[src/rtl/rand_arb8.sv]
// rand_arb8: eight-requester arbiter with a pseudo-random scan start and hold-limited ownership.
// Define RAND_ARB8_LFSR_EN to replace the incrementing scan pointer with a 3-bit maximal LFSR.
module rand_arb8 #(
   parameter int MAXHOLD = 15,
   parameter int HW      = 8
) (
   input  logic       clk,
   input  logic       clrn,
   input  logic [7:0] req,
   output logic [7:0] gnt,
   output logic [2:0] gnt_id,
   output logic       gnt_valid,
   output logic       timeout,
   output logic [7:0] mask
);

   typedef enum logic {IDLE = 1'b0, BUSY = 1'b1} state_t;

   state_t        state_r;
   logic [2:0]    rnd_r;
   logic [2:0]    rnd_nxt_s;
   logic [HW-1:0] hold_r;
   logic [7:0]    elig_s;
   logic [2:0]    win_s;
   logic          found_s;

`ifdef RAND_ARB8_LFSR_EN
   localparam logic [2:0] RND_RST = 3'b001;
   // taps on bits 2 and 0 produce the period-7 sequence 1,3,7,6,5,2,4
   assign rnd_nxt_s = {rnd_r[1:0], rnd_r[2] ^ rnd_r[0]};
`else
   localparam logic [2:0] RND_RST = 3'b000;
   assign rnd_nxt_s = rnd_r + 3'd1;
`endif

   assign elig_s = req & ~mask;

   // winner search: first eligible index at or after rnd, wrapping modulo 8
   always_comb begin
      win_s   = 3'd0;
      found_s = 1'b0;
      for (int i = 0; i < 8; i++) begin
         win_s   = (!found_s && elig_s[rnd_r + 3'(i)]) ? (rnd_r + 3'(i)) : win_s;
         found_s = found_s | elig_s[rnd_r + 3'(i)];
      end
   end

   // scan pointer, ownership FSM, hold counter, mask and registered outputs
   always_ff @(posedge clk or negedge clrn) begin
      if (!clrn) begin
         rnd_r     <= RND_RST;
         state_r   <= IDLE;
         hold_r    <= {HW{1'b0}};
         gnt       <= 8'h00;
         gnt_id    <= 3'd0;
         gnt_valid <= 1'b0;
         timeout   <= 1'b0;
         mask      <= 8'h00;
      end else begin
         rnd_r   <= rnd_nxt_s;
         timeout <= 1'b0;
         mask    <= mask & req;
         case (state_r)
            IDLE: begin
               if (found_s) begin
                  gnt       <= 8'h01 << win_s;
                  gnt_id    <= win_s;
                  gnt_valid <= 1'b1;
                  hold_r    <= {{(HW-1){1'b0}}, 1'b1};
                  state_r   <= BUSY;
               end else begin
                  state_r   <= IDLE;
               end
            end
            BUSY: begin
               // a dropped request wins over an expiring hold: plain release, no mask
               if (!req[gnt_id]) begin
                  gnt       <= 8'h00;
                  gnt_valid <= 1'b0;
                  state_r   <= IDLE;
               end else if (hold_r == HW'(MAXHOLD)) begin
                  gnt       <= 8'h00;
                  gnt_valid <= 1'b0;
                  timeout   <= 1'b1;
                  mask      <= (mask & req) | gnt;
                  state_r   <= IDLE;
               end else begin
                  hold_r    <= hold_r + {{(HW-1){1'b0}}, 1'b1};
               end
            end
            default: begin
               gnt       <= 8'h00;
               gnt_valid <= 1'b0;
               state_r   <= IDLE;
            end
         endcase
      end
   end

endmodule
[config.mk]
export PLATFORM = sky130hd
export DESIGN_NAME = rand_arb8
export DESIGN_NICKNAME = d
export VERILOG_FILES = /design/src/rtl/rand_arb8.sv
export SDC_FILE = /design/constraint.sdc
export NUM_CORES = 1
export LEC_CHECK = 0
export CAP_MARGIN = 0
export CORE_UTILIZATION = 61
export CTS_BUF_LIST = sky130_fd_sc_hd__clkbuf_4 sky130_fd_sc_hd__clkbuf_8 sky130_fd_sc_hd__clkbuf_16
export DETAILED_ROUTE_END_ITERATION = 6
export DONT_BUFFER_PORTS = 1
export GPL_TIMING_DRIVEN = 0
export PLACE_DENSITY = 0.74
export RECOVER_POWER = 100
export SLEW_MARGIN = 20
export SYNTH_ARGS = -nofsm -noshare
export SYNTH_HDL_FRONTEND = slang
export SYNTH_SLANG_ARGS = --single-unit
[constraint.sdc]
create_clock -name clk -period 11.05 [get_ports clk]
set_input_delay 2.21 -clock clk [delete_from_list [all_inputs] [get_ports clk]]
set_output_delay 2.21 -clock clk [all_outputs]
set_load 0.05 [all_outputs]
Word level (Yosys, flattened, before mapping)
Cells that the tools add are included.

word-level totals
  flip-flop bits (word level) = 33
  input port bits = 10
  output and inout port bits = 21
  logic and storage cells = 108

operators by class
  add/sub/neg operators = 8
  $lt $le $gt $ge = 9
  equal/unequal tests = 5
  shift operators = 1
  muxes and demuxes = 48
  bitwise gates (word level) = 12
  reduce and logical (&&, ||, !) cells = 17

operator list
  cell                                                         number
  two-way mux 8 bit                                            9
  less-than comparator 3 x 4 -> 1 bit (second input constant)  9
  one-hot mux 8 bit (2 select lines)                           2
  binary-select mux 1 bit (select 3 bit)                       9
  two-way mux 3 bit                                            8
  two-way mux 1 bit                                            18
  bitwise AND 8 bit                                            2
  adder 3 bit (second input constant)                          4
  adder 8 x 1 -> 8 bit (second input constant)                 1
  equality test 8 x 4 -> 1 bit (second input constant)         1
  inverter 8 bit                                               1
  OR 8 bit                                                     1
  << shifter 1 x 3 -> 8 bit (first input constant)             1
  logical AND 1 bit                                            7
  zero test 1 bit                                              7
  OR 1 bit                                                     7
  adder 3 x 2 -> 3 bit (second input constant)                 2
  inequality test 2 bit (second input constant)                2
  one-hot mux 1 bit (2 select lines)                           2
  AND reduction 2 bit                                          2
  adder 3 x 1 -> 3 bit (second input constant)                 1
  inequality test 3 x 2 -> 1 bit (second input constant)       1
  AND reduction 3 bit                                          1
  inequality test 2 x 1 -> 1 bit (second input constant)       1
  inverter 1 bit                                               1

Logic depth before layout (Yosys ltp)
Gate-level depths: netlist (run 1).

  depth in word-level cells = 16
  mapped depth = 12
  gate-level depth less buffers = 10

Least setup slack after synthesis (run 1)
Ideal clock, no wire load.

  path type = in2reg
  start = in req[4]
  end = reg gnt[4]
  setup time = 0.134 ns
  data arrival time = 4.499 ns
  required time = 10.916 ns
  path slack = 6.417 ns
  cell stages on the path = 9
  buffers on the path = 1
  cell sequence = nand2b_1 -> mux2i_1 -> mux4_2 -> or3_2 -> or4b_4 -> nor2b_4 -> buf_6 -> or4b_4 -> o31ai_1

between the ends
  cells in the longest elaborated chain, start to end = 15
  elaborated cells between the ends (all ways) = 55
  classes of those cells = eq/ne: 2; shift: 1; mux: 29; bitwise: 8; reduce/logical: 15

RTL lines
  element                                                        RTL line  text
  start: declaration                                             9         input logic [7:0] req,
  bitwise AND 8 bit                                              36        assign elig_s = req & ~mask;
  binary-select mux 1 bit (select 3 bit)                         43, 44
  two-way mux 1 bit (not written as such)                        43, 44
  zero test 1 bit / OR 1 bit (equally long branches)             43, 44
  logical AND 1 bit (tied with other cells)                      43        win_s = (!found_s && elig_s[rnd_r + 3'(i)]) ? (rnd_r + 3'(i)) : win_s;
  two-way mux 3 bit (tied with other cells) (5 in a row)         43
  two-way mux 3 bit / logical AND 1 bit (equally long branches)  43
  two-way mux 3 bit                                              43
  << shifter 1 x 3 -> 8 bit                                      66        gnt <= 8'h01 << win_s;
  two-way mux 8 bit                                              65        if (found_s) begin
  one-hot mux 8 bit (2 select lines)                             63        case (state_r)
  end signal: assignment                                         66
  end: declaration                                               10        output logic [7:0] gnt,

Parallel ways exist; a longest one is shown, timed or not. The select of a mux whose other input is x is not followed.
A chain may end at the register's enable or synchronous reset.

Worst setup path in the final report (run 1)
  start = in req[0]
  end = reg gnt_id[0]

between the ends
  cells in the longest elaborated chain, start to end = 12
  elaborated cells between the ends (all ways) = 47
  classes of those cells = mux: 24; bitwise: 8; reduce/logical: 15

RTL lines
  element                                                        RTL line  text
  bitwise AND 8 bit *                                            36
  binary-select mux 1 bit (select 3 bit)                         43, 44
  two-way mux 1 bit (not written as such)                        43, 44
  zero test 1 bit / OR 1 bit (equally long branches)             43, 44
  logical AND 1 bit (tied with other cells)                      43
  two-way mux 3 bit (tied with other cells) (5 in a row)         43
  two-way mux 3 bit / logical AND 1 bit (equally long branches)  43
  two-way mux 3 bit                                              43
  end signal: assignment                                         67        gnt_id <= win_s;
  end: declaration                                               11        output logic [2:0] gnt_id,

Mark *: on every way between the ends. The rest lies on a longest branch, timed or not. The select of a mux whose other input is x is not followed.

==> results of run 1 <==
## report_power, final
part	internal [mW]	switching, mW
clock	0.0460	0.0415
combinational	0.0429	0.0564
sequential	0.140	0.0692
total	0.229	0.167
## layer usage
layer / wire length [um] / share of wire [%]
met1: 2504 / 42
met2: 3016 / 51
met3: 280 / 4.7
met4: 142 / 2.4
met5: 0 / 0
## cells in the final DEF, fill, tap and decap left out, types with 3 or more instances in the layout
cell type and n:
nand4_1 5, nand2_1 18, a21oi_1 11, dfrtp_1 33, ha_1 3, mux4_2 13, nor3_1 6, a211oi_1 3
mux2_2 5, xor2_1 5, clkbuf_8 5, o21ai_0 8, a21o_1 3, o211ai_1 3, o31ai_1 9, nor2_1 20
nor2b_1 4, nand2b_1 9, a22o_1 9, inv_1 4, nand3b_1 3, xnor2_1 3, clkbuf_1 5, nand3_1 5
o21a_1 3, mux2i_1 7
## final cells by class
cell class / count / share of cell area, %
multi-input combinational: 187 / 58.15
sequential: 33 / 33.08
clock buffer: 6 / 3.058
tap: 48 / 2.406
buffer: 9 / 2.306
inverter: 4 / 0.6015
clock inverter: 2 / 0.4010
## critical path: stages
cell      delay (ps)
nand2b_1         180
o21ai_0          250
mux4_2           580
or3_1            450
or4b_1           610
nor2b_1          160
clkbuf_1         170
clkbuf_1         260
o21a_1           230
## kinds of logic (layout without fill, tap and decap cells)
group                    count (synthesis)  after routing  synth area share [%]
XOR/XNOR                                 8              8                 2.937
AO/OA/AOI/OAI                           63             63                 19.04
buffers and inverters                   13             21                 3.722
multiplexers                            25             25                 17.57
flip-flops                              33             33                 34.61
AND/OR/NAND/NOR                         88             88                 20.56
adder cells (fa/ha/maj)                  3              3                 1.573
## path summary, 6_finish.rpt
path	start	endpoint	cells after the start
max reg2reg	rnd_r[1]$_DFF_PN0_	gnt_id[0]$_DFFE_PN0P_	12
max in group asynchronous	clrn	gnt[6]$_DFFE_PN0P_	0
min	hold_r[0]$_DFFE_PN0P_	hold_r[0]$_DFFE_PN0P_	1
min reg2reg	hold_r[0]$_DFFE_PN0P_	hold_r[0]$_DFFE_PN0P_	1
max	req[0]	gnt_id[0]$_DFFE_PN0P_	9
min in group asynchronous	clrn	gnt_id[2]$_DFFE_PN0P_	0
## registers in the layout, summed over array words and instances (netlist names)
name / count
gnt: 8
gnt_id: 3
gnt_valid: 1
hold_r: 8
mask: 8
rnd_r: 3
state_r: 1
timeout: 1
## stage by stage
| step | cells | util (%) |
|---|---|---|
| 4_1_cts | 289 | 68.15 |
| 5_1_grt | 289 | 67.17 |
| 6_report | 289 | 67.17 |
| 3_5_place_dp | 281 | 65.82 |
| 3_3_place_gp | 281 | 65.82 |
| 2_1_floorplan | 233 | - |
==> impl_results.md, run 1 <==
* Fin crit share at 44.86%
* DP HPWL at ~4600 um
* Crit end category: register
* Area delta synth->final at 4.614%
* First-pass GRT wire length at 9908 um
* Fmax at 201.7 MHz
* Slew Limit Fails at 0
* Met1 Usage GRT at between 30% and 40%
* H-tree depth at 2
* DIE AREA at roughly 4200 um^2
* Cell taking the most area after synthesis: dfrtp_1
* Max rail drop VDD at approximately 150 uV
* 1st-iter DRT viols at about 130
* Initial antenna violation count at 0
* Number of remaining DRC errors at 0
* Clk sinks at 33
* Syn Inst Count at 233
* Post-synth EDFFs at 0
* Root Buffer: clkbuf_8
* WL final at 5943 um
* Slew @ Worst Pin at between 700 and 800 ps
* Core area at between 3000 and 4000 um^2
* Dpl ws at ~6100 ps
* Status: complete, no violations
* Post-cts gate resize count at 0
* RSZ-0062 raised after global routing: false
* Clk_skew at between 10 and 15 ps
* Syn Nets at between 200 and 250
* Largest net degree at the start of global routing at 34
* Most crowded layer after global routing: met2
* WL/cell at a little over 20 um
* Drt pass-1 iters at 4
* Post-synthesis sequential area ratio at between 30% and 40%
* WS Path Type: primary input to register
* Post-synth top area share at 34.61%
* Clk_lat worst skew at just under 300 ps
* CP max FO at 10
* Final Hold Violating Endpoints at 0
* Die width at between 60 and 70 um
* Via count at 1,988
* Synth top area cells: dfrtp_1 (35%), mux4_2 (12%), a22o_1 (3.3%)
* Reg clk slew, reported paths at 70 ps
* Area post-placement at approximately 2400 um^2
* Num rows at 22
* Starting Density at 64.21%
* Warning count from the yosys run at 0
* Chip height at 64.54 um
* Crit path launch type: primary input
* Port Buffers at 0
* Placer congestion estimate at slightly above 0.9
* Setup bufs post-CTS at 0
* Most used DFF post-synth: dfrtp_1
* Remaining antenna violation count after routing at 0
* CTS max path bufs at 2
* Leakage dissipation at a little over 1 nW
* Final Setup Violations at 0
* Total Routing Usage GR at between 30% and 40%
* Avg Cell Area, Syn at just over 10 um^2
* Vias in the first global route at approximately 2.0k
* Flop2flop setup slack at 6520 ps
* Total grt overflow at 0
* Total power at roughly 0.40 mW
* Met2 Use GR at around 55%
* Multi-input logic area at between 1000 and 1500 um^2
* Hold WS at 523.6 ps
* Async S/R FF share, synth at between 90% and 100%
* Worst EP arrival at a little over 5000 ps
* FILL cells at roughly 300
* Hold/Removal Path Class: register to register
* Top Ports at 31
* Max cap viols at 0
* Synthesized cell area at 2386 um^2
* Worst slew margin at about half
* Met3 Resource Use GR at 8.099%
* Num CTS Buffers at 5
* Required time of the critical path at roughly 11,000 ps
* Design Area, Final at about 2500 um^2
* Yosys cell types at 56
* Worst Slack Setup Final at 6093 ps
* FF+latch count, synth at 33
* Synth top cells by count: dfrtp_1 (33), nor2_1 (20), nand2_1 (18)
* Final min period at ~5000 ps
* N_diodes at 0
* Most frequent cell after synthesis: dfrtp_1
* CTS tree: done
* Via-to-Cell Ratio at 6.879
* Cell Pwr Density at roughly 160 nW/um^2
* Share of cells above drive strength 1 at between 10% and 20%
* Layout net count at 253
* Setup TNS at 0 ps
* Hold Buf Count CTS at 0
* Register area at roughly 830 um^2
Note: power is estimated with default switching activity, not from simulation.
==> run 2, diff against run 1 <==
CORE_UTILIZATION = 57   (was 61)
PLACE_DENSITY = 0.72   (was 0.74)
clock period = 3.97 ns   (was 11.05 ns; I/O delays follow)
==> impl_results.md, run 2 (synthesis results as in run 1) <==
* Status: complete, no violations
* Clk_lat worst skew at 290 ps (about the same)
* CP Capture Point: gnt[1]$_DFFE_PN0P_
* Crit path launch type: register
* Required time of the critical path at 4120 ps (-7100 ps)
* Die width at 66.70 um (+3.3%)
* WS Path Type: register to register
* CTS tree: done
* Fmax at between 200 and 300 MHz
* Final min period at 3786 ps
* CTS max path bufs at 2 (unchanged)
* 1st-iter DRT viols at 166 (+31%)
* Num rows at 23 (+4.5%)
* WL/cell at 20.08 um (-2.4%)
* Max cap viols at 0 (unchanged)
* DIE AREA at 4449 um^2 (+6.8%)
* N_diodes at 0 (unchanged)
* Area delta synth->final at 7.289%
* Area post-placement at 2449 um^2 (+0.10%)
* H-tree depth at 2 (unchanged)
* First-pass GRT wire length at 9066 um (-8.5%)
* RSZ-0062 raised after global routing: false
* Register area at 827.0 um^2 (+0.15%)
* Final Setup Violations at 0 (unchanged)
* Hold Buf Count CTS at 0 (unchanged)
* Worst slew margin at 56.12% (+5.0 points)
* Design Area, Final at 2560 um^2 (+2.6%)
* Total grt overflow at 0 (unchanged)
* Hold/Removal Path Class: primary input to asynchronous set/reset pin
* Number of remaining DRC errors at 0 (unchanged)
* Reg clk slew, reported paths at 70 ps (about the same)
* Chip height at 66.70 um (+3.3%)
* Initial antenna violation count at 0 (unchanged)
* Leading cell type in the layout, fill and taps excluded: dfrtp_1
* Core area at 4000 um^2 (+7.6%)
* Top Ports at 31 (unchanged)
* Reg2reg path depth at 11 (-1)
* Multi-input logic area at 1460 um^2 (+0.60%)
* Leakage dissipation at 1.047 nW (+3.0%)
* Starting Density at 59.65% (-4.6 points)
* Layout net count at 253 (unchanged)
* Remaining antenna violation count after routing at 0 (unchanged)
* WL final at 5843 um (-1.7%)
* Launching point of the worst reg2reg path: rnd_r[1]$_DFF_PN0_
* Reg2reg end: gnt[1]$_DFFE_PN0P_
* Clk sinks at 33 (unchanged)
* DP HPWL at 4427 um (-4.8%)
* Clk_skew at 4.140 ps (-5.875 ps)
* Crit end category: register
* Via count at 1,977 (-0.55%)
* Num CTS Buffers at 5 (unchanged)
* Beginning of the critical path: rnd_r[1]$_DFF_PN0_
* Port Buffers at 0 (unchanged)
* Via-to-Cell Ratio at 6.794 (-1.2%)
* Drt pass-1 iters at 4 (unchanged)
* Root Buffer: clkbuf_8
* Share of cells above drive strength 1 at 17.43% (+2.5 points)
* Total Routing Usage GR at 28.53% (-3.8 points)
* Cell Pwr Density at 471.8 nW/um^2 (+200%)
* Vias in the first global route at 1,772 (-13%)
* Worst EP arrival at 3940 ps (-1190 ps)
* Final Hold Violating Endpoints at 0 (unchanged)
* Placer congestion estimate at 0.9310 (-0.45%)
* Top flop regs: gnt x8, hold_r x8, mask x8
* Final core utilization at 64.00% (-3.2 points)
* Max rail drop VDD at 375.6 uV (+150%)
* Most frequent cells in the layout: dfrtp_1 (32), nor2_1 (20), nand2_1 (18)
* CP max FO at 10 (unchanged)
* Slew Limit Fails at 0 (unchanged)
* Flop2flop setup slack at 180 ps (-6340 ps)
* Largest net degree at the start of global routing at 34 (unchanged)
* FILL cells at 319 (+4.9%)
* Fin crit share at 95.37%
* Slew @ Worst Pin at 652.6 ps (-74.69 ps)
[run 2: cell types whose count changed in the layout (fill, tap and decap cells not counted), sizes merged]
cell,change
buf,+3
clkinv,-2
bufinv,+1
clkbuf,-2
[run 2: critical path: stages (launching register included)]
cell and delay (ps):
dfrtp_2 460, buf_2 260, inv_1 110, ha_1 200, xnor2_1 480, mux4_2 490, or3_2 480, or4b_1 560
nor2b_1 170, buf_6 130, o31ai_1 170, o31ai_1 130
[run 2: timing repair]
action	CTS	global route
endpoints found under the setup margin	11	1
setup buffers	0	0
resized for setup	1	1
[run 2: area by class of cell]
class                      instances  share of cell area, %
multi-input combinational        187                  57.04
clock inverter                     1                  1.173
sequential                        33                  32.31
buffer                             9                  2.933
tap                               50                  2.444
clock buffer                       7                  3.519
inverter                           4                 0.5865
[run 2: layer usage]
| layer | wire (um) | up-vias | global-route usage (%) |
|---|---|---|---|
| met5 | 0 | - | 0 |
| met4 | 54 | 0 | 5.053 |
| met3 | 635 | 6 | 13.18 |
| met2 | 2653 | 100 | 42.17 |
| met1 | 2501 | 958 | 38.54 |
| li1 | - | 913 | - |
[run 2: power breakdown]
group	leakage (nW)	switching (mW)	internal, mW	total, mW
sequential	0.435	0.193	0.390	0.583
clock	0.0619	0.123	0.211	0.334
combinational	0.549	0.156	0.135	0.290
[run 2: worst min-delay path by stage]
| stage | start | to | slack, ps | cells past startpoint |
|---|---|---|---|---|
| after floorplan | hold_r[0]$_DFFE_PN0P_ | hold_r[0]$_DFFE_PN0P_ | 470 | 1 |
| after global placement | clrn | mask[4]$_DFF_PN0_ | 500 | 0 |
| after detailed placement | clrn | gnt[0]$_DFFE_PN0P_ | 500 | 0 |
| after CTS | clrn | gnt[5]$_DFFE_PN0P_ | 180 | 0 |
| after global routing | clrn | mask[3]$_DFF_PN0_ | 180 | 0 |
| final | clrn | gnt[5]$_DFFE_PN0P_ | 190 | 0 |
[run 2: through the flow]
stage	total power [mW]	hold WS, ps	worst slack (ps)	instances	setup TNS, ps
after CTS	1.223	184.4	150.0	291	0
after global placement	0.8813	496.8	-31.61	283	-99.50
after global routing	1.275	175.1	55.66	291	0
after detailed placement	0.8896	499.1	-46.63	283	-311.2
after floorplan	0.8169	466.4	362.0	233	0
final	1.208	193.8	183.7	291	0
